File: config.mk
export PLATFORM = sky130hd
export DESIGN_NAME = fill_arbiter
export DESIGN_NICKNAME = d
export VERILOG_FILES = /design/src/rtl/fill_arbiter.sv
export SDC_FILE = /design/constraint.sdc
export NUM_CORES = 1
export LEC_CHECK = 0
export BUFFER_PORTS_ARGS = -buffer_cell sky130_fd_sc_hd__buf_2
export CAP_MARGIN = 20
export CELL_PAD_IN_SITES_DETAIL_PLACEMENT = 0
export CELL_PAD_IN_SITES_GLOBAL_PLACEMENT = 1
export CORE_MARGIN = 4
export CORE_UTILIZATION = 34
export DETAILED_ROUTE_END_ITERATION = 6
export PLACE_DENSITY_LB_ADDON = 0.1
export SYNTH_ARGS = -nofsm -noshare
export SYNTH_HDL_FRONTEND = slang
export SYNTH_SLANG_ARGS = --single-unit
export TNS_END_PERCENT = 50
File: constraint.sdc
create_clock -name clk -period 4.2 [get_ports clk]
set_input_delay 0.84 -clock clk [delete_from_list [all_inputs] [get_ports clk]]
set_output_delay 0.84 -clock clk [all_outputs]
set_load 0.005 [all_outputs]
File: src/rtl/fill_arbiter.sv
// fill_arbiter: grants write fills or refills one at a time and issues the tagged line as a single-beat AXI write.
// Build option FILL_ARB_REFILL_PRIO_EN: refill always beats fill (no round-robin pointer).
`ifndef AXI_ADDR_WIDTH
`define AXI_ADDR_WIDTH 32
`endif
`ifndef AXI_DATA_WIDTH
`define AXI_DATA_WIDTH 64
`endif
`ifndef AXI_ID_WIDTH
`define AXI_ID_WIDTH 4
`endif
`ifndef TAG_SIZE
`define TAG_SIZE 20
`endif
`ifndef TAG_WIDTH
`define TAG_WIDTH 16
`endif
`ifndef BLANK_WIDTH
`define BLANK_WIDTH 2
`endif
`ifndef INDEX_WIDTH
`define INDEX_WIDTH 10
`endif
`ifndef OFFSET_WIDTH
`define OFFSET_WIDTH 6
`endif

module fill_arbiter #(
    parameter int ADDR_WIDTH      = `AXI_ADDR_WIDTH,
    parameter int DATA_WIDTH      = `AXI_DATA_WIDTH,
    parameter int ID_WIDTH        = `AXI_ID_WIDTH,
    parameter int TAG_SIZE        = `TAG_SIZE,
    parameter int TAG_WIDTH       = `TAG_WIDTH,
    parameter int BLANK_WIDTH     = `BLANK_WIDTH,
    parameter int INDEX_WIDTH     = `INDEX_WIDTH,
    parameter int OFFSET_WIDTH    = `OFFSET_WIDTH,
    parameter int MAX_OUTSTANDING = 4,
    parameter logic [ID_WIDTH-1:0] FILL_AXI_ID = {ID_WIDTH{1'b0}}
) (
    input  logic                           clk,
    input  logic                           rst_n,
    input  logic                           fill_valid_i,
    output logic                           fill_ready_o,
    input  logic [ADDR_WIDTH+DATA_WIDTH-1:0] fill_data_i,
    input  logic                           refill_valid_i,
    output logic                           refill_ready_o,
    input  logic [ADDR_WIDTH+DATA_WIDTH-1:0] refill_data_i,
    output logic [ID_WIDTH-1:0]            awid_o,
    output logic [ADDR_WIDTH-1:0]          awaddr_o,
    output logic                           awvalid_o,
    input  logic                           awready_i,
    output logic [TAG_SIZE+DATA_WIDTH-1:0] wdata_o,
    output logic                           wlast_o,
    output logic                           wvalid_o,
    input  logic                           wready_i,
    input  logic [ID_WIDTH-1:0]            bid_i,
    input  logic [1:0]                     bresp_i,
    input  logic                           bvalid_i,
    output logic                           bready_o,
    output logic [3:0]                     outstanding_o,
    output logic                           err_o
);

    localparam int REQ_W    = ADDR_WIDTH + DATA_WIDTH;
    localparam int LINE_LSB = INDEX_WIDTH + OFFSET_WIDTH;
    localparam int LINE_W   = TAG_SIZE + DATA_WIDTH;
    localparam logic [3:0] MAX_CNT = 4'(MAX_OUTSTANDING);

    typedef enum logic [0:0] {
        S_IDLE = 1'b0,
        S_SEND = 1'b1
    } state_t;

    state_t              state_r;
    state_t              state_next_s;
    logic [ADDR_WIDTH-1:0] awaddr_r;
    logic [LINE_W-1:0]   wdata_r;
    logic                aw_done_r;
    logic                w_done_r;
    logic                bready_r;
    logic                err_r;
    logic [3:0]          cnt_r;
    logic                can_grant_s;
    logic                pick_refill_s;
    logic                grant_s;
    logic [REQ_W-1:0]    req_s;
    logic                aw_hs_s;
    logic                w_hs_s;
    logic                b_hs_s;
    logic                b_dec_s;
    logic                unused_s;
`ifndef FILL_ARB_REFILL_PRIO_EN
    logic                last_refill_r;
`endif

    // Index+offset survive; the tag travels inside the line instead of the address.
    function automatic logic [ADDR_WIDTH-1:0] line_addr(input logic [ADDR_WIDTH-1:0] addr);
        line_addr = {ADDR_WIDTH{1'b0}};
        line_addr[LINE_LSB-1:0] = addr[LINE_LSB-1:0];
    endfunction

    function automatic logic [LINE_W-1:0] build_line(input logic [REQ_W-1:0] req, input logic dirty);
        build_line = {1'b1, dirty, req[REQ_W-1 -: TAG_WIDTH], {BLANK_WIDTH{1'b0}}, req[DATA_WIDTH-1:0]};
    endfunction

    assign awid_o        = FILL_AXI_ID;
    assign awaddr_o      = awaddr_r;
    assign wdata_o       = wdata_r;
    assign awvalid_o     = (state_r == S_SEND) && !aw_done_r;
    assign wvalid_o      = (state_r == S_SEND) && !w_done_r;
    assign wlast_o       = wvalid_o;
    assign bready_o      = bready_r;
    assign outstanding_o = cnt_r;
    assign err_o         = err_r;
    assign aw_hs_s       = awvalid_o && awready_i;
    assign w_hs_s        = wvalid_o && wready_i;
    assign b_hs_s        = bvalid_i && bready_r;
    assign b_dec_s       = b_hs_s && (cnt_r != 4'd0);
    assign unused_s      = ^bid_i;

    // Arbitration: grant only from idle with room for another outstanding write.
    always_comb begin
        can_grant_s = (state_r == S_IDLE) && (cnt_r < MAX_CNT);
`ifdef FILL_ARB_REFILL_PRIO_EN
        pick_refill_s = refill_valid_i;
`else
        pick_refill_s = refill_valid_i && (!fill_valid_i || !last_refill_r);
`endif
        refill_ready_o = can_grant_s && pick_refill_s;
        fill_ready_o   = can_grant_s && fill_valid_i && !pick_refill_s;
        grant_s        = fill_ready_o || refill_ready_o;
        if (refill_ready_o) begin
            req_s = refill_data_i;
        end else begin
            req_s = fill_data_i;
        end
    end

    // FSM state register.
    always_ff @(posedge clk or negedge rst_n) begin
        if (!rst_n) begin
            state_r <= S_IDLE;
        end else begin
            state_r <= state_next_s;
        end
    end

    // Next state: a grant starts a send; both channels done (flag or this cycle's handshake) ends it.
    always_comb begin
        state_next_s = state_r;
        case (state_r)
            S_IDLE: begin
                if (grant_s) state_next_s = S_SEND;
                else         state_next_s = S_IDLE;
            end
            S_SEND: begin
                if ((aw_done_r || aw_hs_s) && (w_done_r || w_hs_s)) state_next_s = S_IDLE;
                else                                                 state_next_s = S_SEND;
            end
            default: state_next_s = S_IDLE;
        endcase
    end

    // Payload capture on grant and per-channel completion flags.
    always_ff @(posedge clk or negedge rst_n) begin
        if (!rst_n) begin
            awaddr_r  <= {ADDR_WIDTH{1'b0}};
            wdata_r   <= {LINE_W{1'b0}};
            aw_done_r <= 1'b0;
            w_done_r  <= 1'b0;
        end else if (grant_s) begin
            awaddr_r  <= line_addr(req_s[REQ_W-1 -: ADDR_WIDTH]);
            wdata_r   <= build_line(req_s, fill_ready_o);
            aw_done_r <= 1'b0;
            w_done_r  <= 1'b0;
        end else begin
            if (aw_hs_s) aw_done_r <= 1'b1;
            if (w_hs_s)  w_done_r  <= 1'b1;
        end
    end

`ifndef FILL_ARB_REFILL_PRIO_EN
    // Remember the last winner so a tie goes to the other requester.
    always_ff @(posedge clk or negedge rst_n) begin
        if (!rst_n) begin
            last_refill_r <= 1'b0;
        end else if (grant_s) begin
            last_refill_r <= refill_ready_o;
        end
    end
`endif

    // Outstanding-write count, sticky error and B ready; a B with nothing outstanding is an error.
    always_ff @(posedge clk or negedge rst_n) begin
        if (!rst_n) begin
            cnt_r    <= 4'd0;
            err_r    <= 1'b0;
            bready_r <= 1'b0;
        end else begin
            bready_r <= 1'b1;
            if (b_hs_s && ((bresp_i != 2'b00) || (cnt_r == 4'd0))) err_r <= 1'b1;
            if (aw_hs_s && !b_dec_s) begin
                cnt_r <= cnt_r + 4'd1;
            end else if (b_dec_s && !aw_hs_s) begin
                cnt_r <= cnt_r - 4'd1;
            end
        end
    end

endmodule

* Word level (Yosys, flattened, before mapping)
Cells that the tools add are included.
** Storage, ports and cells
- Bits in registers :: 108
- Latch bits :: 0
- Memory bits (writable) :: 0
- ROM bits :: 0
- Input bits :: 205
- Output and inout port bits :: 131
- Logic and storage cells :: 56
- Memories :: 0
** Operators by class
- Add/subtract/negate cells :: 2
- Multiply operators :: 0
- Div/mod/pow operators :: 0
- $lt $le $gt $ge :: 1
- Equality and inequality tests :: 0
- Shifts and indexed selects :: 0
- Mux-type cells :: 10
- Bitwise gates (word level) :: 1
- Reductions and logical operators :: 33
** Operators by type and width (count)
- two-way mux 96 bit :: 1
- logical AND 1 bit :: 15
- two-way mux 4 bit :: 2
- nonzero test 2 bit :: 4
- logical NOT 1 bit :: 7
- two-way mux 1 bit :: 6
- logical OR 1 bit :: 5
- adder 4 x 1 -> 4 bit, second input constant :: 1
- logical NOT 4 bit :: 1
- < comparator 4 x 3 -> 1 bit, second input constant :: 1
- nonzero test 4 bit :: 1
- subtractor 4 x 1 -> 4 bit, second input constant :: 1
- case mux 1 bit (2 select lines) :: 1
- NOT 1 bit :: 1

* Logic depth before layout (Yosys ltp)
Gate-level depths: netlist (run 1).
- Depth in word-level cells :: 8
- Gate-level depth with buffers :: 9
- Mapped depth without buffers :: 8

* Worst setup path after synthesis (run 1)
No wires, ideal clock.
- Kind :: register -> register
- From :: register cnt_r[3] (netlist: outstanding_o[3])
- To :: register cnt_r[3] (netlist: outstanding_o[3])
- Setup time :: 0.131 ns
- Data arrival time :: 2.407 ns
- Data required time :: 4.069 ns
- Setup slack :: 1.662 ns
- Stages on the path, launching flop included :: 10
- Buffers on the path :: 1
- Period minus slack after synthesis :: 2.538 ns
- Cells stage by stage :: dfrtp_1 > buf_4 > or4_1 > nand3_1 > ha_1 > inv_1 > ha_1 > or4_1 > o211ai_1 > o211ai_1
** On the way
- Word-level cells in the longest chain between the ends :: 5
- Elaborated cells on any way between the ends :: 10
- Those cells by class :: 2 x add/sub; 2 x mux; 6 x reduce/logical
** RTL lines
- from (decl) :: line 82 : logic [3:0] cnt_r;
- from (signal assigned) :: line 203 : cnt_r <= cnt_r + 4'd1;
- from (signal assigned) :: line 205 : cnt_r <= cnt_r - 4'd1;
- branches (longest 5 deep; another with subtractor 4 x 1 -> 4 bit)
Several ways; the timed one is not identified. The select of a mux whose other input is x is not followed.
A chain may end at the register's enable or synchronous reset.

* Worst setup path in the final report (run 1)
Ends and elaborated chain as after synthesis.

==> results by group, run 1 <==
Outcome
  • Status: complete, no violations

Detailed routing
  • Pre-Repair DR Iteration Count: 4
  • 1st-iter DRT viols: 397
  • Vias: approximately 6000
  • Routed Wire Length: ~22000 um
  • Routed Antenna Nets: 0
  • Routed WL per cell: slightly below 20 um
  • Vias per cell: 5.38
  • Residual DRC count: 0

Layout
  • Most frequent cells in the layout: 308 x buf_2, 108 x dfrtp_1, 100 x a21oi_1, 97 x nand3b_1, 97 x a31oi_1
  • Register area: between 2000 and 3000 um^2
  • Area growth syn-to-layout: 30.3%
  • Fillcell total: ~1700
  • Commonest non-fill, non-tap cell in the layout: buf_2
  • Footprint of the multi-input gates: approximately 2800 um^2
  • Nets: between 1000 and 1500
  • Fin util: 0.457
  • Layout cells sized above 1: 0.381

Timing
  • Slew margin rel.: 0.245
  • Slack of the critical path: about 1.4 ns
  • Clock Skew: approximately 0.0074 ns
  • Finish-stage setup viols: 0
  • Tightest Pin Transition: roughly 1.1 ns
  • WHS: roughly 0.46 ns
  • Pins Over Slew Limit: 0
  • RSZ-0062 raised after global routing: no
  • Fin. Hold Viols: 0
  • Fmax: approximately 0.36 GHz
  • Final period demand of the worst path: between 2 and 3 ns
  • Period utilisation layout: 0.667
  • Fin Setup TNS: 0 ns

Synth
  • Post-synthesis sequential area ratio: 0.458
  • Top_reg_cell synth: dfrtp_1
  • Post-synthesis simple-gate area fraction: 0.154
  • Synth unique cells: 38
  • Mapped Avg Cell Area: slightly above 9 um^2
  • Cells after synthesis: between 600 and 700
  • Synth Area in Compound Gates: 0.281
  • Post-synth EDFFs: 0
  • Cell area after synthesis: about 6000 um^2
  • Mux cell area share after synthesis: 0.00360
  • Synth Area in XOR/XNOR: 0.00297
  • Synthesis-stage register bit count: 108
  • Largest family of logic cells by synthesized area: compound AO/OA/AOI/OAI gates
  • Synthesis Warnings: 0
  • Area share of fa/ha/maj cells after synthesis: 0.00975
  • Async SR Flop Fraction: 1.00

Worst setup path
  • Crit. End Element: flip-flop
  • Slowest-stage cell, CP: or4_1
  • Largest stage delay, worst path: 0.57 ns
  • CP arrival: about 3.0 ns
  • Worst-path cell chain: or4_1 -> nand3_1 -> ha_1 -> inv_1 -> ha_1 -> or4_1 -> o211ai_1 -> o211ai_1
  • Critical path peak fanout: 8
  • Worst setup path class: flip-flop to flip-flop
  • Startpoint class of the critical path: flip-flop
  • Worst EP required: 4.42 ns

CTS
  • Clock-pin slew on the worst setup and hold paths: around 0.070 ns
  • Clock latency on the worst-skew pair: ~0.35 ns
  • Clock Tree Root: clkbuf_16
  • CTS HTree Levels: 3
  • Sink Count: roughly 110
  • Post-CTS Setup Repair Bufs: 0
  • Worst-case clock buffer depth: 2
  • CTS tree: yes
  • Gates resized, CTS repair: 0
  • Cts bufs inserted: 9
  • Hold buffers post-CTS: 0

GRT
  • First-pass GRT wire length: roughly 33000 um
  • Initial antenna violation count: 5
  • Grt ovf: 0
  • Vias in the first global route: just under 6000
  • Largest net degree at the start of global routing: roughly 100
  • Tot GR Track Use: 0.212

Power
  • Tot Pwr: 5.24 mW
  • Power Dens Cells: 681 nW/um^2
  • VDD IR max: 0.000403 V
  • Pleak: ~3.3 nW

Placed design
  • GPL Wtd Cong: 0.797
  • PortBufs: slightly above 300
  • Placement-stage worst setup slack: roughly 1.4 ns
  • DP HPWL: ~14000 um

Floorplanning
  • # IOs: around 340
  • Starting Density: 0.351
  • Chip height: ~140 um
  • Core area: roughly 17000 um^2
  • Row cnt: 47
  • Die area: just under 20000 um^2
  • Die X: 140 um

Flow run
  • Max-cap viol count: 0

Worst hold path
  • Worst Hold Class: flip-flop to flip-flop
per-stage QoR:
step | area [um^2] | cells
2_1_floorplan | 5980 | 667
3_3_place_gp | 7370 | 1106
3_5_place_dp | 7370 | 1106
4_1_cts | 7650 | 1122
5_1_grt | 7690 | 1126
6_report | 7690 | 1128
critical path: cells and delay by family, from the launching register on:
kind | cells | cell delay (ns)
AND/OR/NAND/NOR | 3 | 1.17
flip-flops | 1 | 0.51
buffers and inverters | 1 | 0.15
AO/OA/AOI/OAI | 2 | 0.20
adder cells (fa/ha/maj) | 2 | 0.65
flip-flops by register name (all words and copies together) (netlist names):
| register | count |
|---|---|
| wdata_o | 82 |
| awaddr_o | 16 |
| outstanding_o | 4 |
| aw_done_r | 1 |
| bready_o | 1 |
| err_o | 1 |
| last_refill_r | 1 |
| state_r | 1 |
| w_done_r | 1 |
report_power, final:
| group | internal, mW | switching [mW] |
|---|---|---|
| clock | 0.452 | 0.385 |
| sequential | 1.56 | 0.309 |
| combinational | 1.05 | 1.48 |
| total | 3.06 | 2.18 |
synth_stat cells (all sizes together), types with 2 or more instances:
master / number / area, um^2
or2: 2 / 12.5
nand3b: 97 / 728
nand2: 5 / 18.8
dfrtp: 108 / 2700
a31oi: 97 / 607
and2: 3 / 18.8
o211ai: 2 / 15.0
clkbuf: 57 / 214
nand3: 3 / 15.0
a21oi: 100 / 500
conb: 2 / 7.51
or4: 2 / 15.0
o21ai: 98 / 502
xnor2: 2 / 17.5
nor2b: 3 / 18.8
nor3: 2 / 21.3
ha: 3 / 37.5
nor2: 6 / 22.5
buf: 43 / 310
logic make-up after synthesis:
logic type / count (synthesis)
buf+inv: 101
flops: 108
xor+xnor: 2
simple gates: 126
other cells: 2
compound gates: 301
mux: 2
fa+ha+maj: 4
layer usage:
layer	global-route usage	wire length, um	vias to the layer above
met5	0	20	-
met3	0.0511	1640	29
met4	0.0790	488	4
li1	-	-	2865
met2	0.351	10800	243
met1	0.268	8770	2922
cell type report:
class | count | area share
Antenna cell | 5 | 0.00163
Clock buffer | 15 | 0.0361
Clock inverter | 1 | 0.000651
Inverter | 1 | 0.000488
Multi-Input combinational cell | 458 | 0.359
Sequential cell | 108 | 0.351
Tap cell | 220 | 0.0358
Timing Repair Buffer | 320 | 0.215
worst paths after layout:
check                                 start               end  slack, ns  cells after the start
hold / removal                  wdata_o[83]       wdata_o[83]       0.46                      1
min in group asynchronous             rst_n       wdata_o[27]       0.63                      1
setup reg to reg           outstanding_o[3]  outstanding_o[3]       1.40                      8
max in group asynchronous             rst_n       wdata_o[39]       2.68                      2
hold reg to reg                 wdata_o[83]       wdata_o[83]       0.46                      1
setup / recovery           outstanding_o[3]  outstanding_o[3]       1.40                      8
(Power assumes the default switching activity.)
==> inputs of run 2 (changes only) <==
--- a/config.mk
+++ b/config.mk
@@ -10,7 +10,7 @@
 export CELL_PAD_IN_SITES_DETAIL_PLACEMENT = 0
 export CELL_PAD_IN_SITES_GLOBAL_PLACEMENT = 1
 export CORE_MARGIN = 4
-export CORE_UTILIZATION = 34
+export CORE_UTILIZATION = 31
 export DETAILED_ROUTE_END_ITERATION = 6
 export PLACE_DENSITY_LB_ADDON = 0.1
 export SYNTH_ARGS = -nofsm -noshare
==> constraint.sdc (replaced) <==
create_clock -name clk -period 2.8 [get_ports clk]
set_input_delay 0.56 -clock clk [delete_from_list [all_inputs] [get_ports clk]]
set_output_delay 0.56 -clock clk [all_outputs]
set_load 0.005 [all_outputs]
==> run 2 against run 1 <==
Effect of this change: die area up 9.1%; flip-flop and latch count unchanged; highest routed layer unchanged; sequential power up 46%.
==> results by group, run 2 (synthesis results as in run 1) <==
GRT
  • Tot GR Track Use: 0.197
  • Largest net degree at the start of global routing: 109
  • Grt ovf: 0
  • First-pass GRT wire length: approximately 34000 um
  • Vias in the first global route: roughly 6000
  • Initial antenna violation count: 3

Timing
  • Pins Over Slew Limit: 0
  • Final period demand of the worst path: about 2.6 ns
  • Clock Skew: a little over 0.01 ns
  • Slack of the critical path: 0.206 ns
  • Period utilisation layout: 0.927
  • Fin Setup TNS: 0 ns
  • Fmax: around 0.39 GHz
  • Finish-stage setup viols: 0
  • Slew margin rel.: 0.247
  • Tightest Pin Transition: approximately 1.1 ns
  • RSZ-0062 raised after global routing: no
  • Fin. Hold Viols: 0

Floorplanning
  • # IOs: roughly 340
  • Starting Density: 0.316
  • Die X: around 150 um
  • Chip height: 146 um
  • Row cnt: 50
  • Core area: ~19000 um^2
  • Die area: 21300 um^2

Detailed routing
  • Routed Antenna Nets: 0
  • Vias per cell: ~5.3
  • Residual DRC count: 0
  • Pre-Repair DR Iteration Count: 4
  • 1st-iter DRT viols: a little over 300
  • Routed Wire Length: 22100 um
  • Vias: 6078
  • Routed WL per cell: slightly below 20 um

CTS
  • Clock Tree Root: clkbuf_16
  • Clock latency on the worst-skew pair: ~0.35 ns
  • Cts bufs inserted: 9
  • Worst-case clock buffer depth: 2
  • CTS tree: yes
  • Clock-pin slew on the worst setup and hold paths: 0.07 ns
  • Sink Count: 108
  • Gates resized, CTS repair: 0
  • CTS HTree Levels: 3
  • Post-CTS Setup Repair Bufs: 0
  • Hold buffers post-CTS: 0

Layout
  • Most frequent cells in the layout: 308 x buf_2, 108 x dfrtp_1, 100 x a21oi_1, 97 x nand3b_1, 97 x a31oi_1
  • Final Instance Area: around 7800 um^2
  • Fillcell total: between 1500 and 2000
  • Nets: approximately 1100
  • Commonest non-fill, non-tap cell in the layout: buf_2
  • Layout cells sized above 1: 0.387
  • Area growth syn-to-layout: 31.5%
  • Fin cells: roughly 1100
  • Max FFs per register: about 80

Worst setup path
  • Worst setup path class: flip-flop to flip-flop
  • CP arrival: ~2.8 ns
  • Critical path peak fanout: 6
  • Reg2Reg Setup Slack: slightly above 0.2 ns
  • Crit. End Element: flip-flop
  • Worst EP required: about 3.0 ns
  • Startpoint class of the critical path: flip-flop

Placed design
  • DP HPWL: ~15000 um
  • Placed Instances: 1126
  • PortBufs: 309
  • Placement-stage worst setup slack: 0.148 ns
  • Placed cell area: 7480 um^2
  • GPL Wtd Cong: 0.790

Flow run
  • Max-cap viol count: 0

Power
  • Power Dens Cells: roughly 1000 nW/um^2
  • Pleak: 3.32 nW
  • VDD IR max: 0.000524 V

Worst hold path
  • Worst Hold Class: primary input to async pin

Outcome
  • Status: complete, no violations
run 2: per-layer routing:
metal,up-vias,part of all wire,routed length [um],track usage
li1,2871,-,-,-
met5,-,0.00032,7,0
met2,270,0.48,10700,0.326
met4,2,0.017,369,0.0579
met1,2912,0.41,9100,0.254
met3,23,0.087,1930,0.0533
run 2: final cells by class:
cell class                 instances  area [um^2]  share of cell area
multi-input combinational        458         2770               0.356
clock inverter                     4         25.0             0.00322
antenna                            2         5.00            0.000645
inverter                           1         3.75            0.000484
sequential                       108         2700               0.348
tap                              234          293              0.0377
clock buffer                      12          246              0.0318
timing repair buffer             325         1720               0.222
run 2: final timing paths:
kind | start | to | depth (start not counted)
min reg2reg | wdata_o[83] | wdata_o[83] | 1
max in group asynchronous | rst_n | wdata_o[81] | 2
min | rst_n | wdata_o[22] | 2
max | outstanding_o[1] | outstanding_o[3] | 8
min in group clk | fill_valid_i | last_refill_r | 2
max reg2reg | outstanding_o[1] | outstanding_o[3] | 8
run 2: critical path: stages, from the launching register on:
cell and delay [ns]:
dfrtp_1 0.38, or4_1 0.55, nand3_1 0.12, ha_2 0.24, inv_1 0.11, ha_1 0.36, or4_1 0.51, o211ai_1 0.11
o211ai_1 0.10
run 2: report_power, final:
group	internal [mW]	switching, mW
clock	0.628	0.599
combinational	1.65	2.33
sequential	2.34	0.389
run 2: stage by stage:
step	total power, mW	hold WS (ns)	utilization
2_1_floorplan	5.12	0.264	-
3_3_place_gp	6.67	0.447	0.400
3_5_place_dp	6.78	0.450	0.400
4_1_cts	8.04	0.315	0.414
5_1_grt	8.60	0.319	0.415
6_report	7.93	0.246	0.415
==> inputs of run 3 (changes only) <==
--- a/config.mk
+++ b/config.mk
@@ -9,10 +9,12 @@
 export CAP_MARGIN = 20
 export CELL_PAD_IN_SITES_DETAIL_PLACEMENT = 0
 export CELL_PAD_IN_SITES_GLOBAL_PLACEMENT = 1
+export CORE_ASPECT_RATIO = 1.4
 export CORE_MARGIN = 4
 export CORE_UTILIZATION = 31
 export DETAILED_ROUTE_END_ITERATION = 6
-export PLACE_DENSITY_LB_ADDON = 0.1
+export HOLD_SLACK_MARGIN = 0.1
+export PLACE_DENSITY_LB_ADDON = 0.05
 export SYNTH_ARGS = -nofsm -noshare
 export SYNTH_HDL_FRONTEND = slang
 export SYNTH_SLANG_ARGS = --single-unit
==> run 3 against run 2 <==
Effect of this change: final cell count grew 1.4%; non-clock buffer count grew 3; critical path type unchanged; power grew 2.4%.
==> results by group, run 3 (synthesis results as in run 1) <==
Detailed routing
  • Residual DRC count: 0
  • Routed Antenna Nets: 0
  • Routed Wire Length: between 20000 and 25000 um
  • Routed WL per cell: a little under 20 um
  • Vias: slightly above 6000
  • 1st-iter DRT viols: 228
  • Pre-Repair DR Iteration Count: 5
  • Vias per cell: roughly 5.3

GRT
  • Tot GR Track Use: 0.202
  • Grt ovf: 0
  • Vias in the first global route: 5928
  • Largest net degree at the start of global routing: 97
  • First-pass GRT wire length: 34500 um
  • Initial antenna violation count: 6

Flow run
  • Max-cap viol count: 0

CTS
  • CTS tree: yes
  • CTS HTree Levels: 3
  • Sink Count: between 100 and 150
  • Clock Tree Root: clkbuf_16
  • Post-CTS Setup Repair Bufs: 0
  • Cts bufs inserted: 9
  • Clock latency on the worst-skew pair: 0.36 ns
  • Hold buffers post-CTS: 0
  • Worst-case clock buffer depth: 2
  • Clock-pin slew on the worst setup and hold paths: about 0.07 ns

Floorplanning
  • Starting Density: 0.316
  • Die X: ~120 um
  • # IOs: ~340
  • Die area: 21300 um^2
  • Core area: between 15000 and 20000 um^2
  • Row cnt: between 50 and 60
  • Chip height: ~170 um

Worst setup path
  • CP arrival: approximately 2.8 ns
  • Reg2reg end: outstanding_o[3]
  • Setup crit end: outstanding_o[3]
  • Reg2Reg Setup Slack: just under 0.2 ns
  • Critical path peak fanout: 6
  • Worst setup path class: flip-flop to flip-flop
  • Crit. End Element: flip-flop
  • Worst EP required: approximately 3.0 ns
  • Startpoint class of the critical path: flip-flop
  • Critical Path Source: outstanding_o[1]
  • Reg-to-Reg Start: outstanding_o[1]
  • Reg2Reg Depth: 8

Placed design
  • GPL Wtd Cong: 0.782
  • Placement-stage worst setup slack: about 0.13 ns
  • PortBufs: between 300 and 400
  • DP HPWL: approximately 15000 um

Power
  • Power Dens Cells: around 1000 nW/um^2
  • VDD IR max: 0.000423 V
  • Pleak: approximately 3.4 nW

Worst hold path
  • Worst Hold Class: primary input to async pin

Timing
  • Period utilisation layout: 0.929
  • RSZ-0062 raised after global routing: no
  • Pins Over Slew Limit: 0
  • Tightest Pin Transition: 0.657 ns
  • Fin. Hold Viols: 0
  • Final period demand of the worst path: around 2.6 ns
  • Clock Skew: between 0.007 and 0.008 ns
  • Fin Setup TNS: 0 ns
  • Slew margin rel.: 0.562
  • Slack of the critical path: 0.198 ns
  • Fmax: between 0.3 and 0.4 GHz
  • Finish-stage setup viols: 0

Layout
  • Max FFs per register: slightly above 80
  • Area growth syn-to-layout: 33.3%
  • Layout cells sized above 1: 0.391
  • Fillcell total: 1975
  • Footprint of the multi-input gates: approximately 2800 um^2
  • Nets: 1115
  • Most frequent cells in the layout: 308 x buf_2, 108 x dfrtp_1, 100 x a21oi_1, 97 x nand3b_1, 97 x a31oi_1
  • Commonest non-fill, non-tap cell in the layout: buf_2
  • Register area: ~2700 um^2

Outcome
  • Status: complete, no violations
-- run 3: timing repair --
item	CTS	global route
endpoints found under the hold margin	0	0
setup endpoints to repair	0	1
gates resized for setup	0	1
-- run 3: area by class of cell --
cell class                 instances  share of cell area
sequential                       108               0.343
multi-input combinational        458               0.351
clock inverter                     6             0.00811
tap                              244              0.0388
inverter                           1            0.000477
antenna                            5             0.00159
timing repair buffer             328               0.226
clock buffer                      10              0.0304
-- run 3: how the worst min path moves through the flow --
| stage | slack [ns] | end | from | cells past startpoint |
|---|---|---|---|---|
| after floorplan | 0.26 | aw_done_r | rst_n | 0 |
| after CTS | 0.16 | w_done_r | rst_n | 1 |
| after global routing | 0.18 | w_done_r | rst_n | 1 |
| after global placement | 0.44 | wdata_o[83] | wdata_o[83] | 1 |
| final | 0.16 | w_done_r | rst_n | 1 |
| after detailed placement | 0.45 | wdata_o[83] | wdata_o[83] | 1 |
-- run 3: layer usage --
layer | share of wire | vias to the layer above | GRT usage
li1 | - | 2890 | -
met5 | 0.00057 | - | 0
met4 | 0.022 | 2 | 0.0801
met3 | 0.080 | 26 | 0.0513
met1 | 0.39 | 2972 | 0.255
met2 | 0.51 | 248 | 0.333
-- run 3: worst max-delay path, cell delays in order (launching register included) --
cell      delay (ns)
dfrtp_1         0.44
or4_1           0.56
nand3_1         0.11
ha_2            0.23
inv_1           0.11
ha_1            0.32
or4_1           0.48
o211ai_1        0.12
o211ai_1        0.11
-- run 3: through the flow --
stage          hold WS, ns  cells  total power [mW]  instance area [um^2]   util
2_1_floorplan        0.264    667              5.12                  5980      -
4_1_cts              0.162   1155              8.23                  7860  0.421
3_3_place_gp         0.443   1139              6.77                  7550  0.404
3_5_place_dp         0.454   1139              6.86                  7550  0.404
5_1_grt              0.183   1160              8.78                  7870  0.421
6_report             0.160   1160              8.12                  7870  0.421
-- run 3: power breakdown --
part	total, mW	switching [mW]	internal [mW]
Clock	1.35	0.629	0.719
Sequential	2.73	0.393	2.34
Combinational	4.05	2.35	1.69
Total	8.12	3.38	4.75
